[config.mk]
export PLATFORM = sky130hd
export DESIGN_NAME = spi_adc_scanner
export DESIGN_NICKNAME = d
export VERILOG_FILES = /design/src/rtl/spi_adc_scanner.sv
export SDC_FILE = /design/constraint.sdc
export NUM_CORES = 1
export LEC_CHECK = 0
export ABC_CLOCK_PERIOD_IN_PS = 3700
export CORE_UTILIZATION = 37
export CTS_BUF_LIST = sky130_fd_sc_hd__clkbuf_4
export DETAILED_ROUTE_END_ITERATION = 16
export DONT_BUFFER_PORTS = 1
export PLACE_DENSITY_LB_ADDON = 0.3
export SYNTH_ARGS = -nofsm -noshare
export SYNTH_HDL_FRONTEND = slang
export SYNTH_SLANG_ARGS = --single-unit
export TNS_END_PERCENT = 20
[constraint.sdc]
create_clock -name clk_clk -period 3.7 [get_ports clk_clk]
set_input_delay 0.37 -clock clk_clk [delete_from_list [all_inputs] [get_ports clk_clk]]
set_output_delay 0.37 -clock clk_clk [all_outputs]
set_load 0.01 [all_outputs]
[src/rtl/spi_adc_scanner.sv]
// Hardware scan controller: one 16-bit SPI mode-0 frame per enabled ADC channel, results on a valid-pulsed bus.
// SPI_ADC_SCAN_OVERSAMPLE_EN: four frames per channel, result is the truncated average.
module spi_adc_scanner #(
  parameter int NUM_CH  = 8,
  parameter int DATA_W  = 12,
  parameter int CLK_DIV = 4,
  localparam int CH_W   = (NUM_CH <= 2) ? 1 : $clog2(NUM_CH)
) (
  input  logic              clk_clk,
  input  logic              reset_reset,
  input  logic              go,
  input  logic              cont,
  input  logic [NUM_CH-1:0] ch_en,
  input  logic              spi_MISO,
  output logic              spi_MOSI,
  output logic              spi_SCLK,
  output logic              spi_SS_n,
  output logic              res_valid,
  output logic [CH_W-1:0]   res_ch,
  output logic [DATA_W-1:0] res_data,
  output logic              busy,
  output logic              scan_done
);
  localparam int CNT_W = $clog2(CLK_DIV);
  localparam int DSKIP = 16 - DATA_W;

  typedef enum logic [2:0] {IDLE, SETUP, HIGH, LOW, HOLD, GAP} state_t;

  state_t              state, state_n;
  logic [CNT_W-1:0]    cnt, cnt_n;
  logic [3:0]          bit_idx, bit_n;
  logic [NUM_CH-1:0]   mask, mask_n;
  logic [CH_W-1:0]     ch, ch_n;
  logic [DATA_W-1:0]   shreg, shreg_n;
  logic                go_q, go_edge;
  logic                ss_n_n, sclk_n, mosi_n, valid_n, done_n, busy_n;
  logic [CH_W-1:0]     res_ch_n;
  logic [DATA_W-1:0]   res_data_n;
  logic                tick, start, sample, more;
  logic [CH_W:0]       first_hit, next_hit;
  logic [15:0]         tx_word;
`ifdef SPI_ADC_SCAN_OVERSAMPLE_EN
  logic [1:0]          os_cnt, os_cnt_n;
  logic [DATA_W+1:0]   acc, acc_n, acc_sum;
  assign acc_sum = acc + {2'b00, shreg};
  assign more    = (os_cnt != 2'd0);
`else
  assign more    = 1'b0;
`endif

  // {found, index} of the lowest set bit of m at or above lo
  function automatic logic [CH_W:0] lowest_from(input logic [NUM_CH-1:0] m, input int lo);
    logic [CH_W:0] r;
    r = '0;
    for (int i = NUM_CH - 1; i >= 0; i--)
      if (m[i] && i >= lo) r = {1'b1, CH_W'(i)};
    return r;
  endfunction

  assign tick      = (cnt == CNT_W'(CLK_DIV - 1));
  assign first_hit = lowest_from(ch_en, 0);
  assign next_hit  = lowest_from(mask, int'(ch) + 1);
  assign tx_word   = {1'b1, ch, {(15 - CH_W){1'b0}}};

  always_comb begin
    state_n    = state;
    cnt_n      = (state == IDLE || tick) ? '0 : cnt + CNT_W'(1);
    bit_n      = bit_idx;
    mask_n     = mask;
    ch_n       = ch;
    shreg_n    = shreg;
    ss_n_n     = spi_SS_n;
    sclk_n     = spi_SCLK;
    mosi_n     = spi_MOSI;
    valid_n    = 1'b0;
    done_n     = 1'b0;
    busy_n     = busy;
    res_ch_n   = res_ch;
    res_data_n = res_data;
    start      = 1'b0;
    sample     = 1'b0;
`ifdef SPI_ADC_SCAN_OVERSAMPLE_EN
    os_cnt_n   = os_cnt;
    acc_n      = acc;
`endif
    case (state)
      IDLE: if (go_edge) begin
        if (first_hit[CH_W]) begin
          mask_n = ch_en;
          ch_n   = first_hit[CH_W-1:0];
          start  = 1'b1;
        end else begin
          done_n = 1'b1;
        end
      end
      SETUP, LOW: if (tick) begin
        state_n = HIGH;
        sclk_n  = 1'b1;
        sample  = 1'b1;
      end
      HIGH: if (tick) begin
        sclk_n = 1'b0;
        if (bit_idx == 4'd15) begin
          state_n = HOLD;
          mosi_n  = 1'b0;
        end else begin
          state_n = LOW;
          bit_n   = bit_idx + 4'd1;
          mosi_n  = tx_word[4'd15 - bit_n];
        end
      end
      HOLD: if (tick) begin
        state_n = GAP;
        ss_n_n  = 1'b1;
`ifdef SPI_ADC_SCAN_OVERSAMPLE_EN
        os_cnt_n = os_cnt + 2'd1;
        if (os_cnt == 2'd3) begin
          valid_n    = 1'b1;
          res_ch_n   = ch;
          res_data_n = acc_sum[DATA_W+1:2];
          acc_n      = '0;
          done_n     = !next_hit[CH_W];
        end else begin
          acc_n = acc_sum;
        end
`else
        valid_n    = 1'b1;
        res_ch_n   = ch;
        res_data_n = shreg;
        done_n     = !next_hit[CH_W];
`endif
      end
      GAP: if (tick) begin
        if (more) begin
          start = 1'b1;
        end else if (next_hit[CH_W]) begin
          ch_n  = next_hit[CH_W-1:0];
          start = 1'b1;
        end else if (cont && first_hit[CH_W]) begin
          mask_n = ch_en;
          ch_n   = first_hit[CH_W-1:0];
          start  = 1'b1;
        end else begin
          state_n = IDLE;
          busy_n  = 1'b0;
        end
      end
      default: state_n = IDLE;
    endcase
    // Only the last DATA_W rising edges carry conversion bits
    if (sample && bit_idx >= 4'(DSKIP))
      shreg_n = (shreg << 1) | DATA_W'(spi_MISO);
    if (start) begin
      state_n = SETUP;
      ss_n_n  = 1'b0;
      sclk_n  = 1'b0;
      mosi_n  = 1'b1;
      bit_n   = 4'd0;
      busy_n  = 1'b1;
    end
  end

  always_ff @(posedge clk_clk) begin
    if (reset_reset) begin
      state     <= IDLE;
      cnt       <= '0;
      bit_idx   <= '0;
      mask      <= '0;
      ch        <= '0;
      shreg     <= '0;
      go_q      <= 1'b0;
      go_edge   <= 1'b0;
      spi_SS_n  <= 1'b1;
      spi_SCLK  <= 1'b0;
      spi_MOSI  <= 1'b0;
      res_valid <= 1'b0;
      res_ch    <= '0;
      res_data  <= '0;
      busy      <= 1'b0;
      scan_done <= 1'b0;
`ifdef SPI_ADC_SCAN_OVERSAMPLE_EN
      os_cnt    <= '0;
      acc       <= '0;
`endif
    end else begin
      state     <= state_n;
      cnt       <= cnt_n;
      bit_idx   <= bit_n;
      mask      <= mask_n;
      ch        <= ch_n;
      shreg     <= shreg_n;
      go_q      <= go;
      go_edge   <= go & ~go_q;
      spi_SS_n  <= ss_n_n;
      spi_SCLK  <= sclk_n;
      spi_MOSI  <= mosi_n;
      res_valid <= valid_n;
      res_ch    <= res_ch_n;
      res_data  <= res_data_n;
      busy      <= busy_n;
      scan_done <= done_n;
`ifdef SPI_ADC_SCAN_OVERSAMPLE_EN
      os_cnt    <= os_cnt_n;
      acc       <= acc_n;
`endif
    end
  end
endmodule
==> metrics.yaml <==
synth_top_area_share_pct: 42.66
reg2reg_from: "ch[0]$_SDFFE_PP0P_"
clk_pin_slew_ns: 0.16
setup_tns_ns: 0
synth_edf_count: 0
final_cells: 390
grt_pass1_wl_mm: 9.239
postSynth.asyncResetShare_pct: 0
outcome: "finished, final reports clean"
drive_above_1_share_pct: 8.710
grt_usage_pct: 16.01
multi_input_area_um2: 1386
fp.dieH_um: 85.53
critical_path_required_ns: 4.02
critPathSlowestCell: "and3_1"
nNetsFinal: 327
r2r_end: "mask[7]$_SDFFE_PP0P_"
setup_viol: 0
antenna_found_initial: 0
leakage_nw: 0.9018
synth_ff_type: "dfxtp_1"
areaGrowthSynthToFinish_pct: 4.896
min_to: "res_ch[1]$_SDFFE_PP0P_"
wl_per_cell_um: 14.47
diodes: 0
dieArea_um2: 7315
dp_cells: 379
clock_latency_ns: 0.38
critical_path.top_delay_family: "compound AO/OA/AOI/OAI gates"
antenna_left: 0
fillers: 706
met1Wirelength_mm: 2.861
grt_max_degree: 57
post-cts-setup-buffer-count: 0
rrSetupSlack_ns: 0.94
cp-start-kind: "flop"
dr_wl_met3_um: 300
regArea_um2: 1101
start_util_pct: 38.20
hold_depth: 1
startpoint: "ch[0]$_SDFFE_PP0P_"
cts_tree: "yes"
maxCapViolCount: 0
fp.dieW_um: 85.53
finalPower_mw: 0.9675
synth_nets: 332
routed_wl_mm: 5.643
worstMarginPinSlew_ns: 0.8253
grt-ovfl-total: 0
period_share_pct: 74.51
worst_ep_arrival_time_ns: 3.08
synthMostInstantiatedCell: "nand2_1"
yosys-top-cells-count: "nand2_1 (73), dfxtp_1 (55), a21oi_1 (41)"
core.rowCount: 30
gp_congestion: 0.8226
r2r_cells: 8
placed_area_um2: 2618
route.vias.total: 2073
htree_levels: 2
cts_buffers: 5
cp_max_fo: 8
ys_seq_area_share_pct: 42.66
ir_drop_mv: 0.1717
first_pass_iters: 7
wl_met2_mm: 2.427
hold_violations: 0
ys_types: 52
drtIter0Drc: 101
period_needed_ns: 2.757
clock.fmax_mhz: 362.7
fin_ws_ns: 0.9431
criticalPathCategory: "flop to flop"
synth.area.top_cells: "dfxtp_1 (43%), nand2_1 (11%), a21oi_1 (7.9%)"
p_per_area_nw_per_um2: 357.3
drv_slew: 0
finish.utilization_pct: 40.07
root_buffer: "clkbuf_4"
rsz0062_at_grt: "false"
vias_per_cell: 5.315
top_layer: "met4"
synth_top_cell_by_area: "dfxtp_1"
slew_headroom_pct: 44.56
hp-start: "reset_reset"
clk_path_buf_depth: 2
synthCells: 314
cts.sinks: 55
critPathMaxStageDelay_ns: 0.54
ys_warn_count: 0
synth_seq_cells: 55
clock-skew-final_ns: 0.006165
syn_area_um2: 2581
grt_pass1_vias: 1840
drc: 0
finish.instance_area_um2: 2708
path_buf_inv: 1
dp_hpwl_mm: 3.903
pin_count: 34
io_buffers: 0
place_ws_ns: 0.9113
whs_ns: 0.02793
crit_chain: "inv_1 -> ha_1 -> a21oi_1 -> a21boi_0 -> o21ai_4 -> o21ai_0 -> and3_1 -> mux2i_1"
core_area_um2: 6756
syn_avg_cell_area_um2: 8.220
hp-class: "input pin to flop"
end_kind: "flop"
[routing by layer]
metal / up-vias / track usage (%)
met1: 949 / 23.99
met4: 0 / 4.545
li1: 1077 / -
met5: - / 0
met3: 7 / 3.850
met2: 40 / 22.76
[report_power, final]
| part | switching, mW | internal [mW] | leakage, nW |
|---|---|---|---|
| combinational | 0.0424 | 0.0334 | 0.421 |
| sequential | 0.0110 | 0.602 | 0.445 |
| clock | 0.200 | 0.0786 | 0.0360 |
[logic make-up (layout without fill, tap and decap cells)]
logic type | count (synthesis) | after routing | synth area share, %
AO/OA/AOI/OAI | 79 | 79 | 20.60
adder cells (fa/ha/maj) | 5 | 5 | 2.424
XOR/XNOR | 2 | 2 | 0.6787
multiplexers | 9 | 9 | 3.490
buffers and inverters | 22 | 18 | 3.635
AND/OR/NAND/NOR | 142 | 142 | 26.51
flip-flops | 55 | 55 | 42.66
[layout make-up]
| class | count | area share [%] |
|---|---|---|
| flip-flops and latches | 55 | 40.67 |
| clock buffers | 5 | 1.386 |
| repair buffers | 4 | 1.386 |
| well taps | 80 | 3.697 |
| multi-input cells | 237 | 51.20 |
| inverters | 6 | 0.8318 |
| clock inverters | 3 | 0.8318 |
[placed cells by master (no fill, tap or decap), types with 2 or more instances in the layout]
master,Yosys,layout
nand2_1,73,73
dfxtp_1,55,55
a21oi_1,41,41
nand2b_1,20,20
nor2_1,13,13
o21ai_0,10,10
mux2i_1,9,9
inv_1,6,6
nand3_1,6,6
nor3_1,5,5
nor4_1,5,5
ha_1,5,5
clkbuf_4,0,5
and3_1,4,4
a31oi_1,3,3
a211oi_2,3,3
dlygate4sd3_1,0,3
o221ai_2,2,2
and2_1,2,2
o21a_1,2,2
or4_1,2,2
o31ai_1,2,2
a21o_2,2,2
nor2b_1,2,2
inv_6,0,2
[sequential cells by signal, indices dropped and copies added (netlist names)]
name / count
spi_SCLK: 1
mask: 8
state: 3
go_q: 1
bit_idx: 4
scan_done: 1
cnt: 2
res_valid: 1
ch: 3
shreg: 12
go_edge: 1
res_ch: 3
spi_MOSI: 1
busy: 1
spi_SS_n: 1
res_data: 12
[how the worst max path moves through the flow]
| stage | cells after the start | endpoint | slack (ns) |
|---|---|---|---|
| 3_3_place_gp | 8 | mask[7]$_SDFFE_PP0P_ | 1.08 |
| 3_5_place_dp | 8 | mask[7]$_SDFFE_PP0P_ | 0.91 |
| 6_report | 8 | mask[7]$_SDFFE_PP0P_ | 0.94 |
| 5_1_grt | 8 | mask[7]$_SDFFE_PP0P_ | 0.62 |
| 2_1_floorplan | 8 | state[1]$_SDFFE_PP0P_ | 1.45 |
| 4_1_cts | 8 | mask[7]$_SDFFE_PP0P_ | 0.89 |
[timing repair]
| item | 4_1_cts | 5_1_grt |
|---|---|---|
| gates resized for setup | 0 | 0 |
| hold buffers | 0 | 3 |
| endpoints found under the hold margin | 0 | 5 |
| endpoints found under the setup margin | 0 | 0 |
(Power assumes the default switching activity.)
